**src/rtl/rst_seq_ctrl.sv**
```systemverilog
// ---------------------------------------------------------------------------
// rst_seq_ctrl
//
// Powers NUM_DOM clock/reset domains up and down, one command at a time.
// Each domain sits behind a reset synchronizer with an integrated clock gate.
// Power-up releases reset first, waits for the synchronizer to drain, then
// enables the clock. Power-down gates the clock first, waits for it to
// settle, then asserts reset. The clock and reset edges therefore never race.
//
// Ports
//   clk_i         clock
//   rst_i         synchronous active-high reset
//   req_valid_i   command valid
//   req_ready_o   command accepted when valid & ready (high only in IDLE)
//   req_dom_i     target domain index
//   req_on_i      1 = power up, 0 = power down
//   done_o        one-cycle pulse when a command finishes
//   done_err_o    qualifies done_o; 1 = domain index out of range
//   dom_rst_o     per-domain reset request, active high
//   dom_clk_en_o  per-domain functional clock enable
//   dom_on_o      per-domain status, 1 = fully up
//   busy_o        a command is in progress
// ---------------------------------------------------------------------------
module rst_seq_ctrl #(
   parameter int NUM_DOM  = 4,
   parameter int DOM_W    = (NUM_DOM > 1) ? $clog2(NUM_DOM) : 1,
   parameter int RST_WAIT = 6,
   parameter int CLK_WAIT = 2,
   parameter int CNT_W    = $clog2(((RST_WAIT > CLK_WAIT) ? RST_WAIT : CLK_WAIT) + 1)
) (
   input  logic               clk_i,
   input  logic               rst_i,
   input  logic               req_valid_i,
   output logic               req_ready_o,
   input  logic [DOM_W-1:0]   req_dom_i,
   input  logic               req_on_i,
   output logic               done_o,
   output logic               done_err_o,
   output logic [NUM_DOM-1:0] dom_rst_o,
   output logic [NUM_DOM-1:0] dom_clk_en_o,
   output logic [NUM_DOM-1:0] dom_on_o,
   output logic               busy_o
);

   typedef enum logic [2:0] {
      IDLE,
      RST_REL,
      CLK_SETTLE,
      CLK_OFF,
      DONE
   } state_t;

   state_t state_q, state_d;

   logic [CNT_W-1:0]   cnt_q, cnt_d;
   logic [DOM_W-1:0]   dom_q, dom_d;
   logic [NUM_DOM-1:0] rst_q, rst_d;
   logic [NUM_DOM-1:0] clk_en_q, clk_en_d;
   logic [NUM_DOM-1:0] on_q, on_d;
   logic               done_q, done_d;
   logic               err_q, err_d;

   logic [NUM_DOM-1:0] req_sel;
   logic [NUM_DOM-1:0] lat_sel;
   logic               req_bad;
   logic               req_is_on;

   // One-hot decode of the incoming and latched domain index. Decoding with
   // a compare loop keeps out-of-range indices from ever touching a bit.
   always_comb begin
      req_sel = '0;
      lat_sel = '0;
      for (int i = 0; i < NUM_DOM; i++) begin
         req_sel[i] = (req_dom_i == DOM_W'(i));
         lat_sel[i] = (dom_q == DOM_W'(i));
      end
      req_bad   = (int'(req_dom_i) >= NUM_DOM);
      req_is_on = |(on_q & req_sel);
   end

   // State register.
   always_ff @(posedge clk_i) begin
      if (rst_i) begin
         state_q <= IDLE;
      end else begin
         state_q <= state_d;
      end
   end

   // Next-state and next-register logic. Only bits of the latched domain are
   // ever modified; every other domain holds its value by default. The wait
   // counter is loaded with a nonzero value and the phase ends on the edge
   // where it reads 1, so it never wraps.
   always_comb begin
      state_d  = state_q;
      cnt_d    = cnt_q;
      dom_d    = dom_q;
      rst_d    = rst_q;
      clk_en_d = clk_en_q;
      on_d     = on_q;
      done_d   = 1'b0;
      err_d    = 1'b0;
      case (state_q)
         IDLE: begin
            if (req_valid_i) begin
               dom_d = req_dom_i;
               if (req_bad) begin
                  state_d = DONE;
                  done_d  = 1'b1;
                  err_d   = 1'b1;
               end else if (req_on_i == req_is_on) begin
                  state_d = DONE;
                  done_d  = 1'b1;
               end else if (req_on_i) begin
                  rst_d   = rst_q & ~req_sel;
                  cnt_d   = CNT_W'(RST_WAIT);
                  state_d = RST_REL;
               end else begin
                  clk_en_d = clk_en_q & ~req_sel;
                  on_d     = on_q & ~req_sel;
                  cnt_d    = CNT_W'(CLK_WAIT);
                  state_d  = CLK_OFF;
               end
            end
         end
         RST_REL: begin
            if (cnt_q == CNT_W'(1)) begin
               clk_en_d = clk_en_q | lat_sel;
               cnt_d    = CNT_W'(CLK_WAIT);
               state_d  = CLK_SETTLE;
            end else begin
               cnt_d = cnt_q - CNT_W'(1);
            end
         end
         CLK_SETTLE: begin
            cnt_d = cnt_q - CNT_W'(1);
            if (cnt_q == CNT_W'(1)) begin
               on_d    = on_q | lat_sel;
               done_d  = 1'b1;
               state_d = DONE;
            end
         end
         CLK_OFF: begin
            cnt_d = cnt_q - CNT_W'(1);
            if (cnt_q == CNT_W'(1)) begin
               rst_d   = rst_q | lat_sel;
               done_d  = 1'b1;
               state_d = DONE;
            end
         end
         DONE: begin
            state_d = IDLE;
         end
         default: begin
            state_d = IDLE;
         end
      endcase
   end

   // Registered outputs and datapath. A reset aborts any command in flight
   // and returns every domain to held-in-reset with its clock gated.
   always_ff @(posedge clk_i) begin
      if (rst_i) begin
         cnt_q    <= '0;
         dom_q    <= '0;
         rst_q    <= '1;
         clk_en_q <= '0;
         on_q     <= '0;
         done_q   <= 1'b0;
         err_q    <= 1'b0;
      end else begin
         cnt_q    <= cnt_d;
         dom_q    <= dom_d;
         rst_q    <= rst_d;
         clk_en_q <= clk_en_d;
         on_q     <= on_d;
         done_q   <= done_d;
         err_q    <= err_d;
      end
   end

   // Handshake and status outputs decoded straight from the state.
   always_comb begin
      req_ready_o = (state_q == IDLE);
      busy_o      = (state_q != IDLE);
   end

   assign done_o       = done_q;
   assign done_err_o   = err_q;
   assign dom_rst_o    = rst_q;
   assign dom_clk_en_o = clk_en_q;
   assign dom_on_o     = on_q;

endmodule

```
**config.mk**
```make
export PLATFORM = sky130hd
export DESIGN_NAME = rst_seq_ctrl
export DESIGN_NICKNAME = d
export VERILOG_FILES = /design/src/rtl/rst_seq_ctrl.sv
export SDC_FILE = /design/constraint.sdc
export NUM_CORES = 1
export LEC_CHECK = 0
export CORE_MARGIN = 10
export CORE_UTILIZATION = 36
export DETAILED_ROUTE_END_ITERATION = 16
export GPL_TIMING_DRIVEN = 0
export PLACE_DENSITY = 0.68
export SETUP_SLACK_MARGIN = 0.02
export SLEW_MARGIN = 10
export SYNTH_ARGS = -nofsm -noshare
export SYNTH_HDL_FRONTEND = slang
export SYNTH_SLANG_ARGS = --single-unit
```
**constraint.sdc**
```tcl
create_clock -name clk_i -period 4.37 [get_ports clk_i]
set_input_delay 1.0925 -clock clk_i [delete_from_list [all_inputs] [get_ports clk_i]]
set_output_delay 1.0925 -clock clk_i [all_outputs]
set_load 0.02 [all_outputs]
```
Yosys cells after proc, flatten, opt, wreduce, memory -nomap -nowiden
Cells that the tools add are included.
- flip-flop bits (word level): 21
- output and inout port bits: 16
- equality and inequality tests: 19
- reduce and logical (&&, ||, !) cells: 16
- add/subtract/negate cells: 1
- bitwise operators: 8
- muxes and demuxes: 30
- operators with widths (kind ; number):
    $mux W4 ; 12
    $mux W3 ; 8
    $pmux W4 S2 ; 3
    $pmux W3 S3 ; 2
    $and A4 B4 Y4 ; 4
    $reduce_and A5 Y1 ; 3
    $ne A2 B2 Y1 const B ; 6
    $or A4 B4 Y4 ; 3
    $eq A2 B2 Y1 const B ; 4
    $eq A3 B1 Y1 const B ; 2
    $eq A3 B2 Y1 const B ; 2
    $reduce_and A3 Y1 ; 2
    $reduce_bool A2 Y1 ; 3
    $reduce_bool A3 Y1 ; 2
    $eq A2 B1 Y1 const B ; 2
    $logic_not A2 Y1 ; 2
    $ne A2 B1 Y1 const B ; 2
    $not A4 Y4 ; 1
    $reduce_or A4 Y1 ; 1
    $logic_not A3 Y1 ; 1
    $mux W1 ; 3
    $sub A3 B1 Y3 const B ; 1
    $mux W2 ; 1
    $pmux W1 S2 ; 1
    other kinds (3) ; 3

Longest topological paths before layout
- depth after elaboration: 7
- depth in mapped cells: 7
- gate-level depth less buffers: 6

Least setup slack after synthesis
No wires, ideal clock.
- path type: input to register
- start point: in req_dom_i[0]
- end point: reg rst_q[3], in the netlist dom_rst_o[3]
- slack: 1.373 ns
- data arrival time: 2.875 ns
- library setup time: 0.122 ns
- stages: 7
- required time: 4.248 ns
- buffers on the path: 1
- cell sequence: buf_2 -> mux4_2 -> ha_1 -> nand2b_1 -> nor3_4 -> nand3_1 -> a221o_1
- cells in the longest elaborated chain, start to end: 7
- elaborated cells on any way between the ends: 15
- classes of those cells: eq/ne: 5; mux: 4; bitwise: 3; reduce/logical: 3
- ends and longest elaborated chain (element ; RTL line ; source):
    from (decl) ; 35 ; input logic [DOM_W-1:0] req_dom_i,
    parallel branches: the longest is 7 deep, another holds $reduce_and A5 Y1 ; -- ;
    to (signal assigned) ; 174 ; rst_q <= rst_d;
    to (decl) ; 57 ; logic [NUM_DOM-1:0] rst_q, rst_d;
Parallel ways; which one is timed is not known. The select of a mux whose other input is x is not followed.
A chain may end at the register's enable or synchronous reset.

Worst setup path after layout
- start point: reg state_q[0]
- end point: out req_ready_o
- cells in the longest elaborated chain, start to end: 1
- ends and longest elaborated chain (element ; RTL line ; source):
    from (decl) ; 53 ; state_t state_q, state_d;
    from (signal assigned) ; 86 ; state_q <= state_d;
    $logic_not A3 Y1 ; 184 ; req_ready_o = (state_q == IDLE);
    to (decl) ; 34 ; output logic req_ready_o,
No other way between the ends.

==> metrics.md <==
| Metric | Value |
|---|---|
| Synth async-reset ratio | `0%` |
| Top_reg_cell synth | `dfxtp_1` |
| Ports | `22` |
| First-pass GRT wire length | `4202 um` |
| Cts hold-fix bufs | `0` |
| Die H | `72.96 um` |
| HP Class | `flop to flop` |
| Synthesized cell area | `1010 um^2` |
| ANT nets after route | `0` |
| Post-synth top area cell | `dfxtp_1` |
| Port Buffers | `17` |
| Worst Setup SP | `state_q[0]` |
| Status | `finished clean` |
| Gr usage total | `9.608%` |
| Top delay family on crit path | `buffers and inverters` |
| Post-synth top area share | `41.64%` |
| Worst Setup End Kind | `output port` |
| Die area | `5323 um^2` |
| Setup TNS | `0 ps` |
| Setup slack after placement | `1194 ps` |
| P&R area growth vs syn | `23.42%` |
| Crit path kind | `flop to output port` |
| Setup violators final | `0` |
| PwrDens | `325.8 nW/um^2` |
| DR iter-0 viols | `60` |
| RD Place Congestion | `0.8621` |
| Postcts setup bufs | `0` |
| CP Cell Sequence | `or3_4, inv_1, clkdlybuf4s50_1` |
| Worst EP arrival | `1880 ps` |
| Critical path buffers and inverters | `2` |
| Final hold violation count | `0` |
| Drt wl/cell | `14.55 um` |
| Max FO, Critical Path | `8` |
| Highest clock rate | `336.0 MHz` |
| Synth cell types | `35` |
| Syn nets | `121` |
| Slowest stage delay, CP | `620 ps` |
| Via/cell ratio | `5.451` |
| RR Startpoint | `dom_on_o[3]` |
| Post-synthesis sequential area ratio | `41.64%` |
| Worst setup SP type | `flop` |
| Leak Pwr | `0.4656 nW` |
| Hold path start | `dom_clk_en_o[1]` |
| Clk pin slew, worst setup/hold paths | `120 ps` |
| Hold_ws | `488.0 ps` |
| Clk_lat worst skew | `310 ps` |
| EDFF count, synth | `0` |
| Crit-path slowest cell | `clkdlybuf4s50_1` |
| Layout cells sized above 1 | `8.271%` |
| Final design area excluding fillers | `1246 um^2` |
| Vias in the first global route | `916` |
| Vias post-DR | `894` |
| Max-cap violations | `0` |
| CTS sink cnt | `21` |
| Antenna Cells | `0` |
| Total CTS buffers | `3` |
| Total Wirelength | `2387 um` |
| Synth top area cells | `dfxtp_1, nand2b_1, o2bb2ai_1` |
| Clk_skew | `9.053 ps` |
| Non-filler cells, final | `164` |
| DP Area | `1219 um^2` |
| 1st-pass router iterations | `4` |
| Initial antenna violation count | `0` |
| Root Driver | `clkbuf_4` |
| Syn avg cell area | `9.015 um^2` |
| Final Slew Violations | `0` |
| CTS resizes | `0` |
| Row count | `19` |
| Tmin final | `2976 ps` |
| Worst path required time | `3280 ps` |
| Initial cell density of the core | `37.26%` |
| # DRC | `0` |
| Final Cycle Share | `68.10%` |
| H-tree depth | `1` |
| Maximum VDD drop | `0.0001956 V` |
| Post-synthesis register bit count | `21` |
| Yosys warnings | `0` |
| Unrepaired setup endpoints after global routing | `false` |
| Detailed Place HPWL | `1843 um` |
| Largest net degree at the start of global routing | `13` |
| Setup ws final | `1394 ps` |
| Layout Nets | `143` |
| Die X | `72.96 um` |
| Longest Clk Path Bufs | `2` |
| Syn Inst Count | `112` |
| Dpl cells | `160` |
| TritonCTS clock tree | `done` |
| Grt total ovfl | `0` |
| Total core area | `2710 um^2` |
[cells by family (layout without fill, tap and decap cells)]
family	count (synthesis)	count (layout)	share of synthesized area (%)
and+or+nand+nor	41	41	23.17
muxes	2	2	3.222
DFF	21	21	41.64
other	1	1	0.3714
adders and majority gates	3	3	3.718
buffers and inverters	16	37	6.566
AOI/OAI and AO/OA	28	28	21.31
[placed cells by master, fill, tap and decap left out, types with 2 or more instances in the layout]
| cell type | netlist | final |
|---|---|---|
| a221o_1 | 4 | 4 |
| a31oi_1 | 4 | 4 |
| a21boi_0 | 2 | 2 |
| nand3_1 | 6 | 6 |
| nand2b_1 | 7 | 7 |
| nor3_1 | 2 | 2 |
| nor2_1 | 8 | 8 |
| clkbuf_1 | 4 | 4 |
| o32ai_1 | 2 | 2 |
| a21oi_1 | 5 | 5 |
| nand4b_1 | 2 | 2 |
| ha_1 | 3 | 3 |
| clkdlybuf4s50_1 | 0 | 17 |
| inv_1 | 9 | 9 |
| dfxtp_1 | 21 | 21 |
| clkbuf_4 | 0 | 3 |
| nand2_1 | 7 | 7 |
| nor2b_1 | 3 | 3 |
| o2bb2ai_1 | 5 | 5 |
[layout make-up]
cell class,count,area (um^2)
Multi-Input combinational cell,75,523.0
Clock buffer,3,22.52
Buffer,7,32.53
Fill cell,276,1464
Inverter,9,33.78
Tap cell,31,38.79
Clock inverter,1,5.005
Sequential cell,21,420.4
Timing Repair Buffer,17,170.2
[report_power, final]
| part | total, mW | switching (mW) | internal (mW) | leakage, nW |
|---|---|---|---|---|
| Sequential | 0.212 | 0.00945 | 0.203 | 0.171 |
| Combinational | 0.100 | 0.0579 | 0.0423 | 0.277 |
| Clock | 0.0939 | 0.0597 | 0.0342 | 0.0177 |
[synth_stat cells, drive strengths merged, types with 2 or more instances]
master   count
dfxtp       21
a221o        4
nand3        6
o32ai        2
nor2         8
clkbuf       5
nor2b        3
buf          2
nand2        7
o2bb2ai      5
nor3         4
nand4b       2
ha           3
inv          9
a31oi        4
a21boi       2
nand2b       7
a21oi        5
[flip-flops by register name, indices dropped and copies added, names as in the netlist]
signal and cells:
dom_clk_en_o 4, done_o 1, dom_q 2, state_q 3, dom_rst_o 4, dom_on_o 4
cnt_q 3
[metal layers]
layer / track usage (%) / vias up / routed length, um
met3: 4.898 / 2 / 212
li1: - / 444 / -
met2: 14.93 / 23 / 1093
met4: 1.266 / 0 / 9
met1: 11.83 / 425 / 1072
met5: 0 / - / 0
[per-stage QoR]
stage	utilization [%]	total power, mW
2_1_floorplan	-	0.2854
3_3_place_gp	44.97	0.3141
3_5_place_dp	44.97	0.3163
4_1_cts	45.98	0.4118
5_1_grt	45.98	0.4316
6_report	45.98	0.4061
[path summary, 6_finish.rpt]
path | endpoint | slack, ps | cells past startpoint
worst min register to register | dom_clk_en_o[1] | 490 | 1
worst max register to register | dom_rst_o[3] | 2190 | 6
worst max-delay path | req_ready_o | 1390 | 3
worst min-delay path | dom_clk_en_o[1] | 490 | 1
Power figures use the tool's default switching activity.
